<file path="src/rtl/alu_operand_loader_if.sv">
// Byte-stream input and operand-set output handshakes of the ALU operand loader.
// The slave side is the loader; the master side is its feeder/consumer.
`timescale 1ns/1ps
interface alu_operand_loader_if;
  logic [7:0] in_data;
  logic       in_sof;
  logic       in_valid;
  logic       in_ready;
  logic [7:0] A0;
  logic [7:0] B0;
  logic [7:0] A1;
  logic [7:0] B1;
  logic [1:0] ALU_Sel1;
  logic [1:0] ALU_Sel2;
  logic       op_valid;
  logic       op_ready;

  modport master (
    output in_data, in_sof, in_valid, op_ready,
    input  in_ready, A0, B0, A1, B1, ALU_Sel1, ALU_Sel2, op_valid
  );

  modport slave (
    input  in_data, in_sof, in_valid, op_ready,
    output in_ready, A0, B0, A1, B1, ALU_Sel1, ALU_Sel2, op_valid
  );
endinterface

</file>
<file path="src/rtl/alu_operand_loader.sv">
// Collects 5-byte operand frames into shadow registers and presents the
// complete operand set with a valid/ready handshake plus sticky error flags.
`timescale 1ns/1ps
module alu_operand_loader #(
  parameter int unsigned TIMEOUT_CYCLES = 255,
  parameter int unsigned CNT_W          = 8
) (
  input  logic               wb_clk_i,
  input  logic               rst_n,
  alu_operand_loader_if.slave bus,
  input  logic               clr_status,
  output logic               err_sel,
  output logic               err_timeout,
  output logic               err_resync,
  output logic [CNT_W-1:0]   frame_cnt
);

  typedef enum logic [1:0] {IDLE, COLLECT, PRESENT} state_t;

  localparam logic [15:0] TMO_LAST = 16'(TIMEOUT_CYCLES - 1);

  state_t           state_reg;
  logic [2:0]       idx_reg;
  logic [15:0]      tmo_reg;
  logic [31:0]      ops_reg;
  logic [1:0]       sel1_reg;
  logic [1:0]       sel2_reg;
  logic             in_ready_reg;
  logic             op_valid_reg;
  logic             err_sel_reg;
  logic             err_timeout_reg;
  logic             err_resync_reg;
  logic [CNT_W-1:0] cnt_reg;
  logic [31:0]      shadow_bytes;
  logic [3:0]       wr_en;
  logic             accept;

  assign accept = bus.in_valid && in_ready_reg;

  // A start-of-frame byte always lands in slot 0, even as a mid-frame restart.
  always_comb begin
    wr_en = '0;
    if (accept && state_reg != PRESENT) begin
      if (bus.in_sof) begin
        wr_en[0] = 1'b1;
      end else if (state_reg == COLLECT && idx_reg < 3'd4) begin
        wr_en[idx_reg[1:0]] = 1'b1;
      end
    end
  end

  genvar gi;
  generate
    for (gi = 0; gi < 4; gi++) begin : g_shadow
      logic [7:0] byte_reg;
      always_ff @(posedge wb_clk_i or negedge rst_n) begin
        if (!rst_n) begin
          byte_reg <= '0;
        end else if (wr_en[gi]) begin
          byte_reg <= bus.in_data;
        end
      end
      assign shadow_bytes[gi*8 +: 8] = byte_reg;
    end
  endgenerate

  always_ff @(posedge wb_clk_i or negedge rst_n) begin
    if (!rst_n) begin
      state_reg       <= IDLE;
      idx_reg         <= '0;
      tmo_reg         <= '0;
      ops_reg         <= '0;
      sel1_reg        <= '0;
      sel2_reg        <= '0;
      in_ready_reg    <= 1'b1;
      op_valid_reg    <= 1'b0;
      err_sel_reg     <= 1'b0;
      err_timeout_reg <= 1'b0;
      err_resync_reg  <= 1'b0;
      cnt_reg         <= '0;
    end else begin
      // Clear first so a same-cycle set event below takes priority.
      if (clr_status) begin
        err_sel_reg     <= 1'b0;
        err_timeout_reg <= 1'b0;
        err_resync_reg  <= 1'b0;
      end
      case (state_reg)
        IDLE: begin
          if (accept) begin
            if (bus.in_sof) begin
              idx_reg   <= 3'd1;
              tmo_reg   <= '0;
              state_reg <= COLLECT;
            end else begin
              err_resync_reg <= 1'b1;
            end
          end
        end
        COLLECT: begin
          if (accept) begin
            tmo_reg <= '0;
            if (bus.in_sof) begin
              err_resync_reg <= 1'b1;
              idx_reg        <= 3'd1;
            end else if (idx_reg == 3'd4) begin
              idx_reg <= '0;
              if (bus.in_data[7:4] != 4'd0) begin
                err_sel_reg <= 1'b1;
                state_reg   <= IDLE;
              end else begin
                ops_reg      <= shadow_bytes;
                sel1_reg     <= bus.in_data[1:0];
                sel2_reg     <= bus.in_data[3:2];
                op_valid_reg <= 1'b1;
                in_ready_reg <= 1'b0;
                state_reg    <= PRESENT;
              end
            end else begin
              idx_reg <= idx_reg + 3'd1;
            end
          end else if (tmo_reg == TMO_LAST) begin
            err_timeout_reg <= 1'b1;
            tmo_reg         <= '0;
            idx_reg         <= '0;
            state_reg       <= IDLE;
          end else begin
            tmo_reg <= tmo_reg + 16'd1;
          end
        end
        PRESENT: begin
          if (op_valid_reg && bus.op_ready) begin
            op_valid_reg <= 1'b0;
            in_ready_reg <= 1'b1;
            cnt_reg      <= cnt_reg + CNT_W'(1);
            state_reg    <= IDLE;
          end
        end
        default: state_reg <= IDLE;
      endcase
    end
  end

  assign bus.in_ready  = in_ready_reg;
  assign bus.op_valid  = op_valid_reg;
  assign bus.A0        = ops_reg[7:0];
  assign bus.B0        = ops_reg[15:8];
  assign bus.A1        = ops_reg[23:16];
  assign bus.B1        = ops_reg[31:24];
  assign bus.ALU_Sel1  = sel1_reg;
  assign bus.ALU_Sel2  = sel2_reg;
  assign err_sel       = err_sel_reg;
  assign err_timeout   = err_timeout_reg;
  assign err_resync    = err_resync_reg;
  assign frame_cnt     = cnt_reg;

endmodule

</file>
<file path="src/flat_wrapper.sv">
// flat-port wrapper written by rule: the top's interface ports become plain ports
module alu_operand_loader_flat 
#(
  parameter int unsigned TIMEOUT_CYCLES = 255,
  parameter int unsigned CNT_W          = 8
)
  (wb_clk_i, rst_n, clr_status, err_sel, err_timeout, err_resync, frame_cnt, bus_in_data, bus_in_sof, bus_in_valid, bus_op_ready, bus_in_ready, bus_A0, bus_B0, bus_A1, bus_B1, bus_ALU_Sel1, bus_ALU_Sel2, bus_op_valid);
  alu_operand_loader_if bus_i ();
  input  logic wb_clk_i;
  input  logic rst_n;
  input  logic clr_status;
  output logic err_sel;
  output logic err_timeout;
  output logic err_resync;
  output logic [CNT_W-1:0] frame_cnt;
  input wire logic [$bits(bus_i.in_data)-1:0] bus_in_data;
  input wire logic [$bits(bus_i.in_sof)-1:0] bus_in_sof;
  input wire logic [$bits(bus_i.in_valid)-1:0] bus_in_valid;
  input wire logic [$bits(bus_i.op_ready)-1:0] bus_op_ready;
  output wire logic [$bits(bus_i.in_ready)-1:0] bus_in_ready;
  output wire logic [$bits(bus_i.A0)-1:0] bus_A0;
  output wire logic [$bits(bus_i.B0)-1:0] bus_B0;
  output wire logic [$bits(bus_i.A1)-1:0] bus_A1;
  output wire logic [$bits(bus_i.B1)-1:0] bus_B1;
  output wire logic [$bits(bus_i.ALU_Sel1)-1:0] bus_ALU_Sel1;
  output wire logic [$bits(bus_i.ALU_Sel2)-1:0] bus_ALU_Sel2;
  output wire logic [$bits(bus_i.op_valid)-1:0] bus_op_valid;
  assign bus_i.in_data = bus_in_data;
  assign bus_i.in_sof = bus_in_sof;
  assign bus_i.in_valid = bus_in_valid;
  assign bus_i.op_ready = bus_op_ready;
  assign bus_in_ready = bus_i.in_ready;
  assign bus_A0 = bus_i.A0;
  assign bus_B0 = bus_i.B0;
  assign bus_A1 = bus_i.A1;
  assign bus_B1 = bus_i.B1;
  assign bus_ALU_Sel1 = bus_i.ALU_Sel1;
  assign bus_ALU_Sel2 = bus_i.ALU_Sel2;
  assign bus_op_valid = bus_i.op_valid;
  alu_operand_loader #(.TIMEOUT_CYCLES(TIMEOUT_CYCLES), .CNT_W(CNT_W)) u_core (.wb_clk_i(wb_clk_i), .rst_n(rst_n), .bus(bus_i), .clr_status(clr_status), .err_sel(err_sel), .err_timeout(err_timeout), .err_resync(err_resync), .frame_cnt(frame_cnt));
endmodule
</file>
<file path="config.mk">
export PLATFORM = sky130hd
export DESIGN_NAME = alu_operand_loader_flat
export DESIGN_NICKNAME = d
export VERILOG_FILES = /design/src/rtl/alu_operand_loader_if.sv /design/src/rtl/alu_operand_loader.sv /design/src/flat_wrapper.sv
export SDC_FILE = /design/constraint.sdc
export NUM_CORES = 1
export LEC_CHECK = 0
export BUFFER_PORTS_ARGS = -buffer_cell sky130_fd_sc_hd__buf_2
export CAP_MARGIN = 20
export CORE_ASPECT_RATIO = 1.75
export CORE_MARGIN = 2
export CORE_UTILIZATION = 25
export DETAILED_ROUTE_END_ITERATION = 7
export HOLD_SLACK_MARGIN = 0.1
export SLEW_MARGIN = 15
export SYNTH_ARGS = -nofsm -noshare
export SYNTH_HDL_FRONTEND = slang
export SYNTH_SLANG_ARGS = --single-unit
</file>
<file path="constraint.sdc">
create_clock -name wb_clk_i -period 1.9 [get_ports wb_clk_i]
set_input_delay 0.285 -clock wb_clk_i [delete_from_list [all_inputs] [get_ports wb_clk_i]]
set_output_delay 0.285 -clock wb_clk_i [all_outputs]
set_load 0.01 [all_outputs]
</file>
[Yosys cells after proc, flatten, opt, wreduce, memory -nomap -nowiden]
Index checks and enable logic that the tools add are counted.
Word-level totals
  input bits: 14
  bits in registers: 102
Operators by class
  mux-type cells: 55
  reduce and logical (&&, ||, !) cells: 15
  $add $sub $neg: 3
  magnitude comparators: 3
  bitwise logic cells: 2
  equal/unequal tests: 15
Operators with widths (number)
  16-bit two-way mux: 4
  16-bit case mux with 2 select lines: 1
  1-bit two-way mux: 27
  3-bit two-way mux: 7
  16-bit by 1-bit adder with 16-bit output, second input constant: 1
  16-bit by 8-bit == test with 1-bit output, second input constant: 1
  2-bit two-way mux: 8
  6-bit AND reduction: 2
  2-bit != test, second input constant: 5
  8-bit by 1-bit adder with 8-bit output, second input constant: 1
  4-bit two-way mux: 2
  2-bit by 1-bit != test with 1-bit output, second input constant: 3
  3-bit != test, second input constant: 2
  1-bit case mux with 2 select lines: 3
  2-bit case mux with 3 select lines: 1
  3-bit case mux with 2 select lines: 1
  1-bit logical AND: 5
  5-bit AND reduction: 1
  4-bit AND reduction: 1
  2-bit nonzero test: 2
  4-bit nonzero test: 1
  3-bit by 1-bit adder with 3-bit output, second input constant: 1
  3-bit == test, second input constant: 1
  2-bit by 3-bit < comparator with 1-bit output, second input constant: 1
  10 further kinds: 11

[Longest topological paths before layout]
Gate-level depths: netlist (run 1).
  depth after elaboration: 7
  depth in mapped cells: 8
  depth with buffers taken out: 7

[Worst setup path before layout (run 1)]
OpenSTA, ideal clock, no wires.
  kind: reg2reg
  start: register u_core.in_ready_reg, in the netlist u_core.bus.in_ready
  end: register u_core.sel1_reg[0], in the netlist u_core.bus.ALU_Sel1[0]
  slack: -158 ps
  path buffers: 2
  period minus slack after synthesis: 2058 ps
  cell stages (with the launch flop): 7
  data required time: 1773 ps
  setup time: 127 ps
  data arrival time: 1931 ps
  cell sequence: dfstp_2 -> nand2_1 -> or3_1 -> nor3_2 -> buf_4 -> buf_6 -> mux2_1
On the way
  longest elaborated chain between the ends: 2
Ends and longest elaborated chain
  from (decl): RTL line alu_operand_loader.sv:28  | logic in_ready_reg;
  from (signal assigned): RTL line alu_operand_loader.sv:75  | in_ready_reg <= 1'b1;
  from (signal assigned): RTL line alu_operand_loader.sv:116  | in_ready_reg <= 1'b0;
  from (signal assigned): RTL line alu_operand_loader.sv:134  | in_ready_reg <= 1'b1;
  1-bit logical AND: RTL line alu_operand_loader.sv:38  | assign accept = bus.in_valid && in_ready_reg;
  5-bit AND reduction (no line)
  to (signal assigned): RTL line alu_operand_loader.sv:113  | sel1_reg <= bus.in_data[1:0];
  to (decl): RTL line alu_operand_loader.sv:26  | logic [1:0] sel1_reg;
Every way passes these cells.
A chain may end at the register's enable or synchronous reset.

[Final worst setup path (run 1)]
  start: register u_core.tmo_reg[12]
  end: register u_core.state_reg[0]
On the way
  longest elaborated chain between the ends: 3
Ends and longest elaborated chain
  from (decl): RTL line alu_operand_loader.sv:24  | logic [15:0] tmo_reg;
  from (signal assigned): RTL line alu_operand_loader.sv:128  | tmo_reg <= tmo_reg + 16'd1;
  16-bit by 8-bit == test with 1-bit output: RTL line alu_operand_loader.sv:122  | end else if (tmo_reg == TMO_LAST) begin
  3-bit by 2-bit != test with 1-bit output (no line)
  6-bit AND reduction (no line)
  to (signal assigned): RTL line alu_operand_loader.sv:117  | state_reg <= PRESENT;
  to (signal assigned): RTL line alu_operand_loader.sv:126  | state_reg <= IDLE;
  to (signal assigned): RTL line alu_operand_loader.sv:136  | state_reg <= IDLE;
  to (decl): RTL line alu_operand_loader.sv:22  | state_t state_reg;
Every way passes these cells.

==> metrics.cfg, run 1 <==
[clocking]
cts_max_path_buffers=2
cts_buffers=9
cts_tree=built
ctsHtreeMaxLevel=3
cts.clk_slew.worst_paths_ns=0.07
cts_root_buffer=clkbuf_16
clock_latency_ns=0.34
clkSinkCount=102

[yosys]
synth_top_area_cell=dfrtp_1
syn-num-nets=357
syn_area_per_cell_um2=13.01
synth.area.top_cells=dfrtp_1 58%, mux2_2 13%, mux2_1 4.9%
syn-cell-area_um2=4370
synth.distinct_cells=52
syn_inst=336
ys.flop_type=dfrtp_1
postSynth.asyncResetShare=1.000
ys_seq_area_frac=0.5843
ys_warn_count=0
synth-edff-count=0
netlist.area_leader.share=0.5783
synth_seq_cells=102

[final_layout]
layout_commonest_cell=dfrtp_1
synthToLayoutAreaGrowth_pct=34.07
fin_util=0.3388
fin_nets=471
fillers=1731
drive_above_1_share=0.4791
diodes=0
final_cell_mix=101 x dfrtp_1, 61 x buf_2, 47 x mux2_2

[worst_setup_path]
required_ns=2.12
cp-start-kind=register
crit_chain=or4_4, nor4_4, buf_4, nor2_4, buf_4, o21ai_2, o31ai_1
cp.arrival_ns=2.18
crit_slowest_cell=or4_4
cp_slowest_stage_delay_ns=0.56
worst-path-max-fanout=7
critPathMostFrequentCell=buf_4
cp-end-kind=register
criticalPathCategory=reg -> reg

[routing]
ant_nets=0
wirelength_um=10780
drtPass1Iterations=4
drc=0
vias_per_cell=4.563
first_iter_violations=169
wl_per_cell_um=15.71
vias=3130

[placement]
place_ws_ns=-0.1046
routabilityCongestion=0.8522
io_buffers=62
hpwl_um=7735

[floorplanning]
dieArea_um2=18600
die_w_um=103.9
die_h_um=178.9
rows=64
initial_utilization=0.2527
ios=63
coreArea_um2=17300

[global_routing]
met3_usage=0.02690
grt_pass1_vias=3211
grt_use_total=0.1171
grt_max_degree=61
gr-max-usage-layer=met2
grt_pass1_wl_um=17010
grt_use_met1=0.1272
grt_util_met2=0.2179
grt_remaining_overflow=0
antenna_found_initial=0

[power]
comb_power_share=0.216
power.share.switching=0.2776
ir_drop_uv=487.4
power_density_nw_per_um2=1029
p_switching_mw=1.674
power_leakage_nw=2.873
internal_power_mw=4.356
clkPwrFrac=0.323
p_seq_frac=0.461

[sta]
fmax_ghz=0.5114
relSlewSlack=0.6526
finalCriticalPeriod_ns=1.955
finalMaxSlewViolations=0
grt_setup_unrepaired=true
finalWorstSetupSlack_ns=-0.05537
fin_worst_skew_ns=0.007725
worst_pin_slew_ns=0.5211
setup_violations=9
period_share=1.029
finalHoldViolCount=0

[run_status]
status=finished, violations left
violations=negative setup slack

[hold_path]
hp-class=in -> reg

[flow_run]
cap_violations=0

through the flow:
| step | area, um^2 | std cells | TNS [ns] | power [mW] | hold slack, ns |
|---|---|---|---|---|---|
| 2_1_floorplan | 4468 | 336 | -0.9508 | 3.512 | -0.01059 |
| 3_3_place_gp | 5335 | 658 | -1.928 | 3.975 | 0.1161 |
| 3_5_place_dp | 5335 | 658 | -3.164 | 4.043 | 0.1141 |
| 4_1_cts | 5710 | 678 | -0.7866 | 6.023 | 0.2070 |
| 5_1_grt | 5859 | 686 | -1.890 | 6.354 | 0.2045 |
| 6_report | 5859 | 686 | -0.2593 | 6.030 | 0.2052 |
cells in the mapped netlist, drive strengths merged (5+ instances only):
cell,number
dfrtp,101
mux2,70
nand2,17
nor2,16
o21ai,14
nand4,12
inv,11
a21oi,9
buf,7
ha,7
nand3,7
xnor2,7
a31oi,5
or3,5
kinds of logic after synthesis:
| kind of cell | count (synthesis) | share of synthesized area |
|---|---|---|
| AND/OR/NAND/NOR | 79 | 0.1013 |
| buffers and inverters | 22 | 0.02634 |
| adder cells (fa/ha/maj) | 7 | 0.02004 |
| flip-flops | 102 | 0.5843 |
| multiplexers | 71 | 0.1827 |
| AO/OA/AOI/OAI | 44 | 0.06327 |
| XOR/XNOR | 11 | 0.02204 |
power by group through the flow:
| stage | Clock, mW | Sequential (mW) | Combinational (mW) |
|---|---|---|---|
| 6_report | 1.95 | 2.78 | 1.30 |
| 4_1_cts | 2.01 | 2.78 | 1.23 |
| 3_3_place_gp | 0 | 2.80 | 1.17 |
| 5_1_grt | 2.10 | 2.83 | 1.42 |
| 2_1_floorplan | 0 | 2.75 | 0.766 |
| 3_5_place_dp | 0 | 2.83 | 1.22 |
final cells by class:
type / instances / area (um^2) / share of cell area
Clock buffer: 10 / 229.0 / 0.03908
Tap cell: 231 / 289.0 / 0.04933
Clock inverter: 6 / 86.33 / 0.01473
Multi-Input combinational cell: 213 / 1856 / 0.3167
Inverter: 11 / 41.29 / 0.007047
Timing Repair Buffer: 113 / 804.5 / 0.1373
Sequential cell: 102 / 2554 / 0.4358
what timing repair did:
action                                 in CTS  in global routing
pin swaps                                   1                 10
gates cloned                                1                  2
buffers inserted                            2                  7
endpoints found under the hold margin     101                  0
setup endpoints to repair                  45                 69
hold buffers                                1                  0
resized for setup                           3                 23
layer usage:
| metal | part of all wire | routed length [um] |
|---|---|---|
| met5 | 0 | 0 |
| met1 | 0.39 | 4254 |
| met4 | 0.022 | 235 |
| met2 | 0.55 | 5895 |
| met3 | 0.036 | 392 |
final timing paths:
check	to	start	cells after the start	slack, ns
max in group asynchronous	u_core.bus.in_ready	rst_n	3	1.03
worst max-delay path	u_core.state_reg[0]	u_core.tmo_reg[12]	7	-0.06
worst min-delay path	u_core.err_resync	clr_status	2	0.21
worst max register to register	u_core.state_reg[0]	u_core.tmo_reg[12]	7	-0.06
min in group asynchronous	u_core.ops_reg[18]	rst_n	2	0.31
worst min register to register	u_core.frame_cnt[7]	u_core.frame_cnt[7]	1	0.48
critical path, delay by kind of cell, from the launching register on:
family,cells,cell delay [ns]
and+or+nand+nor,3,0.89
DFF,1,0.41
buffers and inverters,2,0.34
AOI/OAI and AO/OA,2,0.19
Power figures use the tool's default switching activity.
==> run 2: changes to the inputs <==
BUFFER_PORTS_ARGS = unset   (was -buffer_cell sky130_fd_sc_hd__buf_2)
DONT_BUFFER_PORTS = 1   (was unset)
==> run 2 against run 1 <==
Compared with the run above:
- the run ends with negative hold slack, negative setup slack left
- die area unchanged
- wire length is 3.1% lower
- sequential share of layout area increased by 3.3 points
- first-iteration DRC count is 8.9% lower
==> metrics.cfg, run 2 (synthesis gave the netlist of run 1 again) <==
[routing]
wl_per_cell_um=16.84
first_iter_violations=154
drtPass1Iterations=4
drc=0
ant_nets=0
vias_per_cell=4.648
wirelength_um=10440
vias=2882

[global_routing]
grt_max_degree=103
grt_pass1_vias=3046
grt_use_total=0.1144
grt_remaining_overflow=0
grt_pass1_wl_um=16420
antenna_found_initial=0

[sta]
finalCriticalPeriod_ns=1.931
fin_worst_skew_ns=0.01124
finalHoldViolCount=102
fmax_ghz=0.5178
finalWorstSetupSlack_ns=-0.03136
worst_pin_slew_ns=0.4263
setup_violations=12
period_share=1.017
timing.hold.ws_ns=-0.3639
grt_setup_unrepaired=true
relSlewSlack=0.7132
finalMaxSlewViolations=0

[worst_setup_path]
worstSetupEndpoint=u_core.ops_reg[19]
r2r_cells=5
cp_slowest_stage_delay_ns=0.55
cp-startpoint=u_core.bus.in_ready
criticalPathCategory=reg -> reg
crit_slowest_cell=dfstp_2
cp-end-kind=register
r2r_slack_ns=-0.03
r2r-start=u_core.bus.in_ready
required_ns=2.13
cp-start-kind=register
crit_chain=nand2_4, or3_4, nor3_4, buf_12, mux2_2
worst-path-max-fanout=27
rr_endpoint=u_core.ops_reg[19]
cp.arrival_ns=2.16

[power]
power_leakage_nw=2.501
clkPwrFrac=0.321
power.share.switching=0.2705
power_density_nw_per_um2=1079
p_seq_frac=0.474
ir_drop_uv=465.9
p_switching_mw=1.588
internal_power_mw=4.284
total_power_mw=5.872
comb_power_share=0.205

[clocking]
ctsHtreeMaxLevel=3
cts_max_path_buffers=2
cts.clk_slew.worst_paths_ns=0.07
clkSinkCount=102
cts_tree=built
cts_root_buffer=clkbuf_16
clock_latency_ns=0.34
cts_buffers=9

[final_layout]
fillers=1761
drive_above_1_share=0.3650
synthToLayoutAreaGrowth_pct=24.56
fin_nets=405
layout_commonest_cell=dfrtp_1
fin_area_um2=5444
stdcell_count=620
final_cell_mix=101 x dfrtp_1, 44 x mux2_2, 37 x buf_4
diodes=0
fin_util=0.3147

[placement]
io_buffers=0
hpwl_um=7282
routabilityCongestion=0.7413
dp_cells=589
place_area_um2=4932

[floorplanning]
dieArea_um2=18600
coreArea_um2=17300
die_h_um=178.9
ios=63
die_w_um=103.9
rows=64
initial_utilization=0.2527

[hold_path]
hp-class=in -> async

[run_status]
status=finished, violations left
violations=negative hold slack, negative setup slack

[flow_run]
cap_violations=0

## run 2: worst min path at each step
stage / from / end / slack [ns] / depth (start not counted)
after floorplan: rst_n / u_core.bus.ALU_Sel1[0] / -0.01 / 0
after global placement: rst_n / u_core.ops_reg[9] / -0.007 / 0
after detailed placement: rst_n / u_core.ops_reg[9] / -0.006 / 0
after CTS: rst_n / u_core.ops_reg[9] / -0.37 / 0
after global routing: rst_n / u_core.g_shadow[1].byte_reg[1] / -0.39 / 0
final: rst_n / u_core.g_shadow[1].byte_reg[1] / -0.36 / 0
## run 2: final cells by class
cell class                      count  area (um^2)  area share
Clock inverter                      4        55.05     0.01011
Clock buffer                       12        256.5     0.04712
Timing Repair Buffer               48        397.9     0.07309
Tap cell                          231        289.0     0.05309
Multi-Input combinational cell    212         1851      0.3399
Inverter                           11        41.29    0.007584
Sequential cell                   102         2554      0.4691
## run 2: critical path, delay by kind of cell, from the launching register on
kind                   cells  cell delay, ns
buffers and inverters      1            0.25
DFF                        1            0.55
muxes                      1            0.36
and+or+nand+nor            3            0.63
## run 2: metrics by stage
stage / setup WS, ns / TNS, ns
after detailed placement: -0.1093 / -1.405
after floorplan: -0.05097 / -0.9508
final: -0.03136 / -0.2300
after global routing: -0.08817 / -1.866
after CTS: -0.03635 / -0.3661
after global placement: -0.08005 / -0.4875
## run 2: power by group through the flow
stage                     sequential (mW)  combinational, mW  clock (mW)
after floorplan                      2.75              0.766           0
after global placement               2.81               1.07           0
after detailed placement             2.82               1.11           0
after CTS                            2.78               1.17        1.94
after global routing                 2.83               1.32        2.03
final                                2.78               1.21        1.88
## run 2: per-layer routing
| layer | track usage | wire, um |
|---|---|---|
| met2 | 0.2061 | 5722 |
| met5 | 0 | 0 |
| met1 | 0.1184 | 3818 |
| met3 | 0.04071 | 578 |
| met4 | 0.05405 | 322 |
## run 2: timing repair
action                                  4_1_cts  5_1_grt
pin swaps                                     1        6
endpoints found under the setup margin       46       62
gates resized for setup                      12        8
hold endpoints to repair                    140      107
hold buffers                                  8        2
buffers inserted                              2        3
